`src/rtl/phase_tx.sv`:
```
// phase_tx: transmit-side serialiser for the CDR link.
// Accepts payload bytes over valid/ready, sends an alternating preamble,
// then the bytes LSB-first on o_phase, each bit held for OSR sample strobes
// of DIV clock cycles. A one-bit low tail closes every frame.
module phase_tx #(
  parameter int OSR      = 5,
  parameter int DIV      = 4,
  parameter int PRE_BITS = 8
) (
  input  logic       i_clk,
  input  logic       i_rst,
  input  logic [7:0] i_data,
  input  logic       i_valid,
  input  logic       i_last,
  output logic       o_ready,
  output logic       o_phase,
  output logic       o_flag,
  output logic       o_busy,
  output logic       o_underrun
);

  localparam int DIV_W = (DIV > 1) ? $clog2(DIV) : 1;
  localparam int SMP_W = (OSR > 1) ? $clog2(OSR) : 1;
  localparam int BIT_N = (PRE_BITS > 8) ? PRE_BITS : 8;
  localparam int BIT_W = $clog2(BIT_N);

  typedef enum logic [1:0] {IDLE, PREAMBLE, DATA, TAIL} state_t;

  state_t           state, state_nxt;
  logic [DIV_W-1:0] div_cnt;
  logic [SMP_W-1:0] smp_cnt;
  logic [BIT_W-1:0] bit_cnt;

  logic [7:0] buf_data;
  logic       buf_last;
  logic       buf_full;
  logic [7:0] sh;
  logic       sh_last;
  logic       phase;

  logic strobe, boundary, pre_end, byte_end, reload, drain, accept;

  // Timing events derived from the counters; the frame boundaries fall on
  // the last strobe of a bit.
  assign strobe   = (state != IDLE) && (div_cnt == DIV_W'(DIV - 1));
  assign boundary = strobe && (smp_cnt == SMP_W'(OSR - 1));
  assign pre_end  = (state == PREAMBLE) && boundary && (bit_cnt == BIT_W'(PRE_BITS - 1));
  assign byte_end = (state == DATA) && boundary && (bit_cnt == BIT_W'(7));
  assign reload   = byte_end && !sh_last && buf_full;
  // The buffer drains only while full and accepts only while empty, so a
  // drain and an accept can never land in the same cycle.
  assign drain    = pre_end || reload;
  assign accept   = i_valid && !buf_full;

  // State register.
  always_ff @(posedge i_clk) begin
    if (i_rst) state <= IDLE;
    else       state <= state_nxt;
  end

  // Next-state logic.
  always_comb begin
    state_nxt = state;
    unique case (state)
      IDLE:     if (buf_full) state_nxt = PREAMBLE;
      PREAMBLE: if (pre_end) state_nxt = DATA;
      DATA:     if (byte_end && !reload) state_nxt = TAIL;
      TAIL:     if (boundary) state_nxt = IDLE;
      default:  state_nxt = IDLE;
    endcase
  end

  // Outputs decoded from state and counters.
  always_comb begin
    o_ready    = !buf_full;
    o_busy     = (state != IDLE);
    o_flag     = strobe;
    o_underrun = byte_end && !sh_last && !buf_full;
    o_phase    = phase;
  end

  // Clock divider, sample counter and bit counter; all parked at 0 in IDLE.
  always_ff @(posedge i_clk) begin
    if (i_rst || state == IDLE) begin
      div_cnt <= '0;
      smp_cnt <= '0;
      bit_cnt <= '0;
    end else begin
      div_cnt <= strobe ? '0 : div_cnt + 1'b1;
      if (strobe) smp_cnt <= (smp_cnt == SMP_W'(OSR - 1)) ? '0 : smp_cnt + 1'b1;
      if (boundary) begin
        if (pre_end || byte_end || state == TAIL) bit_cnt <= '0;
        else                                      bit_cnt <= bit_cnt + 1'b1;
      end
    end
  end

  // One-byte holding buffer between the handshake and the shifter.
  always_ff @(posedge i_clk) begin
    if (i_rst) begin
      buf_full <= 1'b0;
      buf_last <= 1'b0;
    end else if (drain) begin
      buf_full <= 1'b0;
    end else if (accept) begin
      buf_full <= 1'b1;
      buf_last <= i_last;
    end
    if (accept) buf_data <= i_data;
  end

  // Shifter and registered phase bit; phase only changes after a bit
  // boundary, so it is stable across all OSR strobes of a bit.
  always_ff @(posedge i_clk) begin
    if (i_rst) begin
      sh_last <= 1'b0;
      phase   <= 1'b0;
    end else begin
      unique case (state)
        IDLE:     phase <= buf_full;
        PREAMBLE: if (boundary) phase <= pre_end ? buf_data[0] : bit_cnt[0];
        DATA:     if (boundary) phase <= byte_end ? (reload & buf_data[0]) : sh[1];
        TAIL:     phase <= 1'b0;
        default:  phase <= 1'b0;
      endcase
      if (drain) sh_last <= buf_last;
    end
    if (drain)                                 sh <= buf_data;
    else if (state == DATA && boundary)        sh <= sh >> 1;
  end

endmodule

```
`config.mk`:
```
export PLATFORM = sky130hd
export DESIGN_NAME = phase_tx
export DESIGN_NICKNAME = d
export VERILOG_FILES = /design/src/rtl/phase_tx.sv
export SDC_FILE = /design/constraint.sdc
export NUM_CORES = 1
export LEC_CHECK = 0
export CAP_MARGIN = 20
export CELL_PAD_IN_SITES_DETAIL_PLACEMENT = 1
export CELL_PAD_IN_SITES_GLOBAL_PLACEMENT = 1
export CORE_UTILIZATION = 40
export CTS_CLUSTER_SIZE = 28
export DETAILED_ROUTE_END_ITERATION = 8
export PLACE_DENSITY = 0.84
export SYNTH_ARGS = -nofsm -noshare
export SYNTH_HDL_FRONTEND = slang
export SYNTH_SLANG_ARGS = --single-unit
```
`constraint.sdc`:
```
create_clock -name i_clk -period 2.35 [get_ports i_clk]
set_input_delay 0.47 -clock i_clk [delete_from_list [all_inputs] [get_ports i_clk]]
set_output_delay 0.47 -clock i_clk [all_outputs]
set_load 0.05 [all_outputs]
```
==> results of run 1 <==
what timing repair did:
item / CTS / global route
hold buffers: 0 / 0
pin swaps: 1 / 2
resized for setup: 3 / 10
setup endpoints to repair: 1 / 1
setup buffers: 3 / 2
sequential cells by signal (all words and copies together), names as in the netlist:
signal and flops:
buf_data 8, buf_full 1, div_cnt 2, buf_last 1, sh_last 1, bit_cnt 3, state 2, o_phase 1
smp_cnt 3, sh 7
cell type report:
| class | count | area (um^2) | area share |
|---|---|---|---|
| Tap cell | 44 | 55.05 | 0.03129 |
| Sequential cell | 29 | 733.2 | 0.4168 |
| Clock buffer | 6 | 41.29 | 0.02347 |
| Timing Repair Buffer | 25 | 245.2 | 0.1394 |
| Inverter | 6 | 22.52 | 0.01280 |
| Clock inverter | 2 | 33.78 | 0.01920 |
| Multi-Input combinational cell | 87 | 628.1 | 0.3570 |
logic make-up after synthesis:
group                    Yosys count  share of synthesized area
multiplexers                       5                    0.04251
buffers and inverters              9                    0.03604
AO/OA/AOI/OAI                     12                    0.06655
adder cells (fa/ha/maj)           10                    0.09242
XOR/XNOR                           2                    0.01294
AND/OR/NAND/NOR                   58                     0.2098
flip-flops                        29                     0.5397
path summary, 6_finish.rpt:
check / slack (ns) / depth (start not counted) / start / endpoint
worst max-delay path: 0.07 / 5 / div_cnt[0] / o_underrun
worst min-delay path: 0.50 / 1 / bit_cnt[1] / bit_cnt[1]
worst max register to register: 0.17 / 8 / smp_cnt[1] / sh[5]
worst min register to register: 0.50 / 1 / bit_cnt[1] / bit_cnt[1]
power by group through the flow:
stage / Clock (W) / Combinational (W) / Sequential [W]
detailed placement: 0 / 0.000420 / 0.000612
global placement: 0 / 0.000399 / 0.000606
finish: 0.000396 / 0.000494 / 0.000603
global route: 0.000427 / 0.000537 / 0.000607
CTS: 0.000411 / 0.000448 / 0.000595
floorplan: 0 / 0.000293 / 0.000620
stage by stage:
stage	setup slack, ns	TNS, ns	instance area (um^2)	total power [W]	hold WS [ns]
floorplan	0.0008547	0	1371	0.0009128	0.4053
global placement	0.2858	0	1608	0.001005	0.4131
detailed placement	0.2042	0	1608	0.001032	0.4275
CTS	0.002775	0	1709	0.001454	0.4434
global route	-0.01930	-0.01930	1759	0.001571	0.5289
finish	0.06947	0	1759	0.001493	0.4966
cell usage in the layout (no fill, tap or decap), types with 2 or more instances in the layout:
master,instances
xnor2_1,2
inv_1,3
dfxtp_2,2
clkbuf_4,5
buf_12,2
edfxtp_1,15
nor2b_1,2
ha_2,2
nor2_1,10
a22o_1,2
nand3b_1,2
nand2_1,25
mux2i_1,2
and2_1,3
nor4_1,2
ha_1,6
dfxtp_1,12
clkdlybuf4s50_1,13
ha_4,2
nor3_1,5
inv_2,3
mux2_2,2
buf_4,10
o21ai_0,2
critical path, delay by kind of cell (launching register included):
family / cells / cell delay (ns)
buffers and inverters: 1 / 0.18
and+or+nand+nor: 3 / 0.70
DFF: 1 / 0.40
adders and majority gates: 1 / 0.19
per-layer routing:
metal | wire, um | share of wire | track usage | vias up
li1 | - | - | - | 494
met1 | 1350 | 0.45 | 0.2199 | 466
met2 | 1451 | 0.48 | 0.3030 | 24
met3 | 119 | 0.040 | 0.07792 | 7
met4 | 88 | 0.029 | 0.1196 | 0
met5 | 0 | 0 | 0 | -
==> flow_summary.yaml, run 1 <==
run_status:
  status: "finished clean"
finish:
  fin_nets: 176
  layout-drive-gt1-share: 0.2387
  fillers: 349
  final_util: 0.5624
  syn_to_final_growth_pct: 29.94
  diodes: 0
  layout.cells.non_filler: 199
global_routing:
  grt_pass1_wl_um: 4664
  grt_max_degree: 10
  antenna_found_initial: 0
  grt_pass1_vias: 970
  overflow: 0
  grt_usage: 0.1941
synth:
  synth_common_cells: "nand2_1 (26), edfxtp_1 (15), dfxtp_1 (14)"
  synth.area.top_cells: "edfxtp_1 (33%), dfxtp_1 (21%), ha_1 (9.2%), nand2_1 (7.2%), nor2_1 (2.8%)"
  synth_cell_type_count: 34
  syn_nets: 147
  synthArstFlopShare: 0
  yosys.area.top_type: "edfxtp_1"
  yosysMostFrequentCell: "nand2_1"
  synth-edff-count: 15
  syn_area_um2: 1354
  synth_ff_type: "edfxtp_1"
  synth_top_area_frac: 0.3327
  synth_warnings: 0
  syn_inst: 125
  ys_ff_latch: 29
  synth_seq_area_share: 0.5397
  synth_area_per_cell_um2: 10.83
cts:
  cts.clk_slew.worst_paths_ns: 0.10
  cts_tree: "done"
  clk_latency_ns: 0.34
  clockBufferDepth: 2
  cts.sink_count: 29
  cts_buffers: 5
  root_buffer: "clkbuf_4"
  htree_levels: 2
critical_path:
  crit_slowest_cell: "dfxtp_1"
  start_kind: "flip-flop"
  cp-end-kind: "output port"
  critical_path_arrival_ns: 1.81
  critical_path_class: "flip-flop to output port"
  cp.required_ns: 1.88
  crit_chain: "ha_4 -> and4b_2 -> nand2_4 -> nor4b_4 -> buf_12"
  cp_slowest_stage_delay_ns: 0.40
  cp_max_fo: 5
power:
  power.leakage_nw: 0.7063
  p_sw_w: 0.0004976
  p_comb_frac: 0.331
  powerDensity_nw_per_um2: 848.9
  p_int_w: 0.0009958
  clkPwrFrac: 0.265
  swShare: 0.3332
  seq_power_share: 0.404
  vdd_drop_max_uv: 679.7
hold_path:
  min-delay-path-class: "flip-flop to flip-flop"
floorplan:
  dieArea_um2: 3621
  start_util: 0.4328
  pin_count: 17
  num_rows: 20
  fp.dieW_um: 60.18
  core_um2: 3128
  dieHeight_um: 60.18
sta:
  max_freq_mhz: 438.5
  finalHoldViolCount: 0
  min_period_ns: 2.281
  worst_pin_slew_ns: 0.5384
  final-setup-viol-count: 0
  final-max-slew-violation-count: 0
  worst_slew_margin_rel: 0.6378
  fin_crit_sh: 0.9704
  worst_clock_skew_ns: 0.01583
place:
  io_buffers: 16
  place_congestion: 0.7412
  hpwl_um: 2119
  place_inst: 186
drt:
  avgViaCountPerCell: 4.980
  drtAntennaViolNets: 0
  drtIter0Drc: 18
  vias: 991
  wl_per_cell_um: 15.13
  first_pass_iters: 5
  wl_um: 3010
  drc: 0
flow_run:
  drv_cap: 0
Note: power is estimated with default switching activity, not from simulation.
==> inputs of run 2 (changes only) <==
--- a/config.mk
+++ b/config.mk
@@ -5,6 +5,7 @@
 export SDC_FILE = /design/constraint.sdc
 export NUM_CORES = 1
 export LEC_CHECK = 0
+export ABC_AREA = 0
 export CAP_MARGIN = 20
 export CELL_PAD_IN_SITES_DETAIL_PLACEMENT = 1
 export CELL_PAD_IN_SITES_GLOBAL_PLACEMENT = 1
==> results of run 2 <==
No change in the layout: final DEF, timing and power equal those of run 1.
==> inputs of run 3 (changes only) <==
--- a/config.mk
+++ b/config.mk
@@ -12,6 +12,7 @@
 export CORE_UTILIZATION = 40
 export CTS_CLUSTER_SIZE = 28
 export DETAILED_ROUTE_END_ITERATION = 8
+export GPL_ROUTABILITY_DRIVEN = 0
 export PLACE_DENSITY = 0.84
 export SYNTH_ARGS = -nofsm -noshare
 export SYNTH_HDL_FRONTEND = slang
==> results of run 3 <==
No change in the layout: final DEF, timing and power equal those of run 1.
